==> src/rtl/nes_dma_pkg.sv <==
// Shared types and constants for the NES OAM/DMC DMA controller.
// Holds the FSM state enum, default bus addresses and rw encoding.
package nes_dma_pkg;

  typedef enum logic [2:0] {
    S_IDLE,
    S_HALT,
    S_ALIGN,
    S_READ,
`ifdef NES_DMA_DMC_CHANNEL_EN
    S_WRITE,
    S_DMC_RD
`else
    S_WRITE
`endif
  } dma_state_t;

  localparam logic [15:0] TRIG_ADDR_DEF = 16'h4014;
  localparam logic [15:0] DEST_ADDR_DEF = 16'h2004;

  localparam logic RW_READ  = 1'b1;
  localparam logic RW_WRITE = 1'b0;

endpackage

==> src/rtl/dma_parity.sv <==
// Free-running get/put cycle parity for the DMA controller.
// Ports: clk, rst_n (sync, active-low), parity (toggles every cycle).
module dma_parity (
  input  logic clk,
  input  logic rst_n,
  output logic parity
);

  always_ff @(posedge clk) begin
    if (!rst_n) begin
      parity <= 1'b0;
    end else begin
      parity <= ~parity;
    end
  end

endmodule

==> src/rtl/nes_dma_ctrl.sv <==
// NES OAM sprite DMA controller; optional DMC sample-fetch channel
// under macro NES_DMA_DMC_CHANNEL_EN.
// Ports: clk, rst_n (sync, active-low), address_in/we_in/data_in
// (CPU bus), cpu_stall, address_out/data_out/rw_out (DMA bus);
// with the macro also dmc_req/dmc_addr in and dmc_ack/dmc_data out.
module nes_dma_ctrl
  import nes_dma_pkg::*;
#(
  parameter int          DATA_W    = 8,
  parameter int          XFER_LEN  = 256,
  parameter logic [15:0] TRIG_ADDR = TRIG_ADDR_DEF,
  parameter logic [15:0] DEST_ADDR = DEST_ADDR_DEF
) (
  input  logic              clk,
  input  logic              rst_n,
  input  logic [15:0]       address_in,
  input  logic              we_in,
  input  logic [DATA_W-1:0] data_in,
`ifdef NES_DMA_DMC_CHANNEL_EN
  input  logic              dmc_req,
  input  logic [15:0]       dmc_addr,
  output logic              dmc_ack,
  output logic [DATA_W-1:0] dmc_data,
`endif
  output logic              cpu_stall,
  output logic [15:0]       address_out,
  output logic [DATA_W-1:0] data_out,
  output logic              rw_out
);

  localparam logic [7:0] LAST = 8'(XFER_LEN - 1);

  dma_state_t state;
  logic [7:0] page;
  logic [7:0] idx;
  logic       parity;
  logic       trig;

`ifdef NES_DMA_DMC_CHANNEL_EN
  // dmc_go: current HALT belongs to a DMC fetch.
  // oam: an OAM transfer is latched or running.
  // run: OAM is past its HALT, so a DMC fetch
  // resumes via ALIGN instead of a fresh HALT.
  logic dmc_go;
  logic oam;
  logic run;
`endif

  assign trig = we_in && (address_in == TRIG_ADDR);

  dma_parity u_parity (
    .clk    (clk),
    .rst_n  (rst_n),
    .parity (parity)
  );

  always_ff @(posedge clk) begin
    if (!rst_n) begin
      state       <= S_IDLE;
      page        <= '0;
      idx         <= '0;
      cpu_stall   <= 1'b0;
      address_out <= '0;
      data_out    <= '0;
      rw_out      <= RW_READ;
`ifdef NES_DMA_DMC_CHANNEL_EN
      dmc_go      <= 1'b0;
      oam         <= 1'b0;
      run         <= 1'b0;
      dmc_ack     <= 1'b0;
      dmc_data    <= '0;
`endif
    end else begin
`ifdef NES_DMA_DMC_CHANNEL_EN
      dmc_ack <= 1'b0;
`endif
      unique case (state)
        S_IDLE: begin
          idx <= '0;
          if (trig) page <= data_in[7:0];
`ifdef NES_DMA_DMC_CHANNEL_EN
          dmc_go <= dmc_req;
          oam    <= trig;
          run    <= 1'b0;
          if (trig || dmc_req) begin
`else
          if (trig) begin
`endif
            state       <= S_HALT;
            cpu_stall   <= 1'b1;
            address_out <= address_in;
            rw_out      <= RW_READ;
          end
        end

        S_HALT: begin
          rw_out <= RW_READ;
`ifdef NES_DMA_DMC_CHANNEL_EN
          dmc_go <= 1'b0;
          run    <= !dmc_go;
          if (dmc_go || (dmc_req && !parity)) begin
            state       <= S_DMC_RD;
            address_out <= dmc_addr;
          end else
`endif
          if (parity) begin
            state <= S_ALIGN;
          end else begin
            state       <= S_READ;
            address_out <= {page, idx};
          end
        end

        S_ALIGN: begin
          state       <= S_READ;
          address_out <= {page, idx};
          rw_out      <= RW_READ;
        end

        S_READ: begin
          state       <= S_WRITE;
          address_out <= DEST_ADDR;
          data_out    <= data_in;
          rw_out      <= RW_WRITE;
        end

        S_WRITE: begin
          rw_out <= RW_READ;
          idx    <= idx + 8'd1;
          if (idx == LAST) begin
            state       <= S_IDLE;
            cpu_stall   <= 1'b0;
            address_out <= '0;
            data_out    <= '0;
            idx         <= '0;
`ifdef NES_DMA_DMC_CHANNEL_EN
            oam         <= 1'b0;
            run         <= 1'b0;
`endif
          end
`ifdef NES_DMA_DMC_CHANNEL_EN
          else if (dmc_req) begin
            state       <= S_DMC_RD;
            address_out <= dmc_addr;
          end
`endif
          else begin
            state       <= S_READ;
            address_out <= {page, idx + 8'd1};
          end
        end

`ifdef NES_DMA_DMC_CHANNEL_EN
        S_DMC_RD: begin
          dmc_ack  <= 1'b1;
          dmc_data <= data_in;
          rw_out   <= RW_READ;
          if (run) begin
            state <= S_ALIGN;
          end else if (oam) begin
            state <= S_HALT;
          end else begin
            state       <= S_IDLE;
            cpu_stall   <= 1'b0;
            address_out <= '0;
            data_out    <= '0;
          end
        end
`endif

        default: begin
          state       <= S_IDLE;
          cpu_stall   <= 1'b0;
          address_out <= '0;
          data_out    <= '0;
          rw_out      <= RW_READ;
        end
      endcase
    end
  end

endmodule

==> config.mk <==
export PLATFORM = sky130hd
export DESIGN_NAME = nes_dma_ctrl
export DESIGN_NICKNAME = d
export VERILOG_FILES = /design/src/rtl/nes_dma_pkg.sv /design/src/rtl/dma_parity.sv /design/src/rtl/nes_dma_ctrl.sv
export SDC_FILE = /design/constraint.sdc
export NUM_CORES = 1
export LEC_CHECK = 0
export CORE_UTILIZATION = 45
export DETAILED_ROUTE_END_ITERATION = 10
export GPL_TIMING_DRIVEN = 0
export PLACE_DENSITY = 0.74
export SYNTH_ARGS = -nofsm -noshare
export SYNTH_HDL_FRONTEND = slang
export SYNTH_HIERARCHICAL = 1
export SYNTH_SLANG_ARGS = --single-unit
==> constraint.sdc <==
create_clock -name clk -period 4.68 [get_ports clk]
set_input_delay 0.936 -clock clk [delete_from_list [all_inputs] [get_ports clk]]
set_output_delay 0.936 -clock clk [all_outputs]
set_load 0.01 [all_outputs]
# After elaboration in Yosys (flattened, before gate mapping)
# Cells that the tools add are included.
# word_totals
out_inout_bits	26
regBits	46
word_cells	46
input_bits	27
# op_classes
bitwise	3
eq_ne	9
addsub	1
reduce_logical	9
n_mux	16
# op_table
op	n
16-bit one-hot mux with 5 select lines	1
16-bit two-way mux	3
8-bit one-hot mux with 3 select lines	1
16-bit by 15-bit equality test with 1-bit output, second input constant	1
8-bit two-way mux	2
8-bit one-hot mux with 2 select lines	1
3-bit one-hot mux with 5 select lines	1
8-bit by 1-bit adder with 8-bit output, second input constant	1
8-bit equality test, second input constant	1
3-bit by 2-bit equality test with 1-bit output, second input constant	2
2-bit inequality test, second input constant	3
2-bit AND reduction	3
3-bit OR reduction	2
3-bit by 1-bit equality test with 1-bit output, second input constant	1
3-bit equality test, second input constant	1
3-bit logical NOT	1
1-bit two-way mux	3
3-bit two-way mux	1
1-bit inverter	3
1-bit one-hot mux with 3 select lines	1
3-bit AND reduction	1
2-bit two-way mux	1
1-bit one-hot mux with 2 select lines	1
2-bit nonzero test	1
1-bit logical AND	1

# Logic depth before layout (Yosys ltp)
# Gate-level depths: netlist (run 1).
# depth
word_depth	4
mapped_depth	7
mapped_depth_nobuf	6

# Hierarchy
# The synthesis (run 1) kept the hierarchy.
# modules_own_cells
mod	area_each_um2	n_inst	cells_each	seq_area_each_um2
nes_dma_ctrl	2137.0	1	246	900.9
dma_parity	33.8	1	2	20.0

# Worst setup path after synthesis (run 1)
# No wires, ideal clock.
# synth_timing
kind	input-to-reg
startpoint	input port address_in[5]
endpoint	register page[0]
path_stages	6
path_buffers	1
setup_slack_ps	2508
t_arrival_ps	2045
required_ps	4552
setup_ps	128
path_cell_list	nor4b_1 > nand3_1 > nor4_1 > buf_4 > mux2i_1 > nor2_1
# synth_between
elab_chain_cells	3
# synth_lines
item	line	source
from (decl)	nes_dma_ctrl.sv:16	input logic [15:0] address_in,
16-bit by 15-bit equality test with 1-bit output	nes_dma_ctrl.sv:49	assign trig = we_in && (address_in == TRIG_ADDR);
1-bit logical AND	nes_dma_ctrl.sv:49	
2-bit AND reduction (no line)	-	
to (signal assigned)	nes_dma_ctrl.sv:80	if (trig) page <= data_in[7:0];
to (decl)	nes_dma_ctrl.sv:34	logic [7:0] page;
# No other way between the ends.
# A chain may end at the register's enable or synchronous reset.

# Worst setup path in the final report (run 1)
# layout_timing
startpoint	input port address_in[5]
endpoint	register address_out[4]
# layout_between
elab_chain_cells	4
# layout_lines
item	line	source
16-bit by 15-bit equality test with 1-bit output	nes_dma_ctrl.sv:49	
1-bit logical AND	nes_dma_ctrl.sv:49	
2-bit inequality test (no line)	-	
2-bit AND reduction (no line)	-	
to (signal assigned)	nes_dma_ctrl.sv:91	address_out <= address_in;
to (signal assigned)	nes_dma_ctrl.sv:110	address_out <= {page, idx};
to (signal assigned)	nes_dma_ctrl.sv:116	address_out <= {page, idx};
to (decl)	nes_dma_ctrl.sv:26	output logic [15:0] address_out,
# No other way between the ends.

==> metrics.yaml, run 1 <==
postCtsHoldBufs: 0
setup_viol: 0
cts_max_level: 2
synth.top_cell.area_share_pct: 42.4
synth_ff_type: "dfxtp_1"
fill_cells: 399
yosys_warnings: 6
synth.distinct_cells: 52
pwr_density_cell_mw_per_mm2: 244
cts_inserted_buffers: 5
fin_worst_skew_ps: 8.17
synth_most_common_cell: "dfxtp_1"
cts_buffer_depth: 2
dp_slack_ps: 1640
start_util_pct: 48.2
synth_top_family_by_area: "compound AO/OA/AOI/OAI gates"
crit_required_ps: 4880
ir_drop_mv: 0.193
grt_pass1_vias: 1811
synth-edff-count: 0
finalInstanceArea_sq_mm: 0.00285
ant_nets: 0
clock_sinks: 46
max_freq_mhz: 365
final_nets: 335
grt_overflow: 0
crit_fanout: 10
cts-root-buf: "clkbuf_8"
io_pins: 53
p_leak_nw: 1.03
hold_viol_final: 0
drcViolationCount: 0
setup-tns-final_ps: 0
grt_first_pass_wirelength_mm: 9.12
syn_area_per_cell_sq_um: 8.75
drt-pass1-iter-count: 5
totalWireLength_mm: 5.68
synthArstFlopShare_pct: 0
syn-num-nets: 276
core_area_sq_mm: 0.00450
whs_ps: 449
min_period_ps: 2740
vias_per_cell: 5.68
portBuffers: 52
critPathLaunchType: "input pin"
crit_type: "in -> reg"
hold_class: "reg -> reg"
insertion_delay_ps: 300
die_area_sq_mm: 0.00511
slew_headroom_pct: 50.5
antenna_found_initial: 0
tightest_slew_ps: 742
synthMuxAreaShare_pct: 4.61
synthAdderAreaFrac_pct: 0.576
area_growth_pct: 31.3
clk_pin_slew_ps: 90
cts_resized: 0
hpwlAfterDp_mm: 4.24
timing.hold.worst_path_depth: 2
placementRows: 24
slew_viol_final: 0
diodes: 0
yosysSeqAreaShare_pct: 42.4
rsz0062_at_grt: "no"
drive_above_1_share_pct: 9.09
drv_cap: 0
r2r_cells: 6
ys_top_cells_by_count: "dfxtp_1 (46), nand2_1 (26), nor2_1 (18)"
cp.arrival_ps: 2930
vias: 2045
synth_area_sq_mm: 0.00217
ys_top_cells_by_area: "dfxtp_1 (42%), mux2i_1 (4.6%), nand2_1 (4.5%)"
synth-simple-area-share_pct: 20.3
post_cts_buffers: 0
multi_input_area_sq_mm: 0.00115
cts_tree: "built"
ys_ff_latch: 46
synth-compound-area-share_pct: 24.8
place_area_sq_mm: 0.00276
die_w_microns: 71.5
grt_max_degree: 17
endpoint_kind: "flop"
gp_congestion: 0.916
dp.cells: 352
grt_usage_pct: 22.8
fin_cells: 360
die_y_microns: 71.5
drt-initial-drc-count: 237
wl_per_cell_microns: 15.8
fin_crit_sh_pct: 58.5
setup_slack_ps: 1940
outcome: "finished, final reports clean"
yosysTopAreaCell: "dfxtp_1"
seqCellArea_sq_um: 921
synth-xor-area-share_pct: 2.42
syn_inst: 248
==> worst max-delay path, stage by stage <==
cell and delay [ps]:
clkdlybuf4s50_1 430, nor4b_1 500, nand3_1 240, o21ai_2 230, buf_4 200, nand2_1 110, a32o_1 280
==> kinds of logic (layout without fill, tap and decap cells) <==
family          after synthesis  in the layout
compound gates               79             79
mux                          10             10
buf+inv                      21             81
fa+ha+maj                     1              1
xor+xnor                      6              6
simple gates                 85             85
flops                        46             46
==> state kept, by name, summed over array words and instances, names as in the netlist <==
signal / count
idx: 8
page: 8
data_out: 8
state: 3
rw_out: 1
cpu_stall: 1
u_parity/parity: 1
address_out: 16
==> cells in the final DEF (no fill, tap or decap), types with 2 or more instances in the layout <==
cell	n
clkbuf_1	7
a211oi_1	2
and3_1	4
a22oi_1	11
a32o_1	3
nand2b_1	2
inv_1	3
a22o_1	8
mux2i_1	10
nand4_1	5
nor2b_1	3
xnor2_1	2
a31oi_1	2
o22ai_1	14
clkbuf_8	5
buf_4	2
o21ai_1	5
nor4_1	3
a21oi_1	17
buf_2	8
nand3_1	7
or2_1	2
o21ai_2	2
o21ai_0	5
dfxtp_1	46
nor2_1	18
nand2_1	26
xor2_1	4
a2bb2oi_1	3
clkdlybuf4s50_1	52
==> report_power, final <==
group          internal [mW]  leakage [nW]  switching, mW
logic                 0.0272         0.619         0.0204
registers              0.392         0.371       0.000873
clock network          0.108        0.0447          0.146
total                  0.527          1.03          0.168
==> cell type report <==
type                       count  share of cell area, %
buffer                        18                   3.25
multi-input combinational    181                   40.2
clock buffer                   5                   2.41
tap                           52                   2.28
timing repair buffer          52                   18.3
clock inverter                 3                  0.878
inverter                       3                  0.395
sequential                    46                   32.3
==> metal layers <==
| metal | global-route usage [%] | share of wire [%] |
|---|---|---|
| met4 | 6.75 | 2.0 |
| met3 | 4.64 | 6.5 |
| met5 | 0 | 0 |
| met1 | 35.0 | 48 |
| met2 | 32.1 | 43 |
==> path summary, 6_finish.rpt <==
check | start | endpoint | slack (ps)
max | address_in[5] | address_out[4] | 1940
min | address_out[13] | address_out[13] | 450
max reg2reg | idx[0] | data_out[1] | 2640
min reg2reg | address_out[13] | address_out[13] | 450
==> metrics by stage <==
| step | util (%) | power [mW] |
|---|---|---|
| after global routing | 63.3 | 0.719 |
| final | 63.3 | 0.695 |
| after CTS | 63.3 | 0.699 |
| after floorplan | - | 0.418 |
| after detailed placement | 61.2 | 0.449 |
| after global placement | 61.2 | 0.449 |
Power figures use the tool's default switching activity.
==> run 2, diff against run 1 <==
CORE_UTILIZATION = 44   (was 45)
PLACE_DENSITY = 0.75   (was 0.74)
clock period = 2.3 ns   (was 4.68 ns; I/O delays follow)
==> run 2 against run 1 <==
Global-route usage grew 0.33 points; cell count grew 4.2%; clock-buffer cell count is the same; utilization shrank 2.4 points; first-iteration DRC count shrank 32%; flip-flop and latch count is the same; combinational power grew 110%; clock power grew 100%; hold slack is essentially flat; design area grew 0.88%; worst setup slack lost 1700 ps; critical path type unchanged; critical endpoint is now data_out[0].
==> metrics.yaml, run 2 (same netlist as run 1, synthesis figures left out) <==
pwr_density_cell_mw_per_mm2: 493
slowest_stage: "a21oi_1"
dp.cells: 367
die_area_sq_mm: 0.00522
place_area_sq_mm: 0.00278
critPathLaunchType: "input pin"
ant_nets: 0
cts_tree: "built"
min_to: "address_out[0]"
rr_endpoint: "data_out[0]"
final_common_cell: "clkdlybuf4s50_1"
final_nets: 335
rsz0062_at_grt: "no"
die_y_microns: 72.2
dp_slack_ps: -252
placementRows: 25
grt_usage_pct: 23.2
crit_required_ps: 2550
diodes: 0
drcViolationCount: 0
setup_viol: 0
io_pins: 53
slew_headroom_pct: 55.4
fin_crit_sh_pct: 91.5
finalInstanceArea_sq_mm: 0.00288
hold_class: "reg -> reg"
tightest_slew_ps: 669
min_period_ps: 2100
drive_above_1_share_pct: 9.42
die_w_microns: 72.2
ir_drop_mv: 0.303
p_total_mw: 1.42
drt-pass1-iter-count: 4
vias_per_cell: 5.64
largest_register: "address_out"
fin_cells: 375
reg2reg_from: "idx[0]"
post_cts_buffers: 0
area_growth_pct: 32.4
clock_sinks: 46
postCtsHoldBufs: 0
crit_fanout: 10
totalWireLength_mm: 5.77
final_cell_mix: "clkdlybuf4s50_1 (52), dfxtp_1 (46), nand2_1 (26)"
clk_pin_slew_ps: 90
outcome: "finished, final reports clean"
hpwlAfterDp_mm: 4.30
r2r_cells: 6
gp_congestion: 0.930
antenna_found_initial: 0
setup-tns-final_ps: 0
grt_overflow: 0
core_area_sq_mm: 0.00472
p_leak_nw: 1.04
largest_reg_flops: 16
cts-root-buf: "clkbuf_8"
insertion_delay_ps: 310
worstPathCellList: "clkdlybuf4s50_1 -> buf_2 -> inv_1 -> clkbuf_1 -> a21oi_1 -> a22o_1"
vias: 2115
hp-start: "address_out[0]"
fill_cells: 437
crit_type: "in -> reg"
fin_worst_skew_ps: 7.03
wl_per_cell_microns: 15.4
cp.arrival_ps: 2360
timing.hold.worst_path_depth: 2
start_util_pct: 46.0
hold_viol_final: 0
cts_buffer_depth: 2
endpoint_kind: "flop"
rrSetupSlack_ps: 290
slowest_delay_ps: 610
portBuffers: 52
grt_max_degree: 17
setup_slack_ps: 196
grt_first_pass_wirelength_mm: 9.34
drt-initial-drc-count: 160
crit_buf_inv: 4
cts_max_level: 2
cts_inserted_buffers: 5
slew_viol_final: 0
max_freq_mhz: 475
grt_pass1_vias: 1940
drv_cap: 0
cpLargestDelayFamily: "buffers and inverters"
## run 2: report_power, final
| group | internal [mW] | leakage [nW] | total [mW] | switching, mW |
|---|---|---|---|---|
| registers | 0.797 | 0.371 | 0.799 | 0.00184 |
| clock network | 0.220 | 0.0447 | 0.520 | 0.300 |
| logic | 0.0557 | 0.620 | 0.0983 | 0.0425 |
## run 2: cell type report
cell class	instances	area, sq um	share of cell area (%)
buffer	18	92.6	3.22
tap	67	83.8	2.92
inverter	3	11.3	0.392
clock inverter	3	25.0	0.870
sequential	46	921	32.0
timing repair buffer	52	520	18.1
clock buffer	5	68.8	2.39
multi-input combinational	181	1150	40.1
## run 2: per-layer routing
layer | GRT usage [%] | part of all wire, %
met4 | 10.5 | 2.9
met2 | 35.0 | 46
met5 | 0 | 0
met3 | 4.17 | 5.1
met1 | 32.1 | 46
## run 2: worst register-to-register path: stages, from the launching register on
cell and delay (ps):
dfxtp_1 390, ha_1 300, and3_1 240, a21oi_1 160
o21bai_1 80, a21oi_1 560, a22o_1 220
## run 2: how the worst max path moves through the flow
| stage | slack, ps | cells after the start | end | from |
|---|---|---|---|---|
| after floorplan | 600 | 6 | page[0] | address_in[5] |
| after CTS | 70 | 7 | page[4] | address_in[5] |
| after global routing | 6 | 6 | data_out[3] | rst_n |
| after detailed placement | -250 | 7 | address_out[5] | address_in[5] |
| after global placement | -240 | 7 | address_out[4] | address_in[10] |
| final | 200 | 6 | data_out[0] | rst_n |
## run 2: what timing repair did
action	in CTS	in global routing
endpoints found under the setup margin	0	15
resized for setup	0	1
hold endpoints to repair	0	0
## run 2: metrics by stage
step	utilization, %	hold WS, ps
6_report	60.9	450
3_3_place_gp	58.8	436
4_1_cts	60.7	454
2_1_floorplan	-	442
3_5_place_dp	58.8	442
5_1_grt	60.9	471
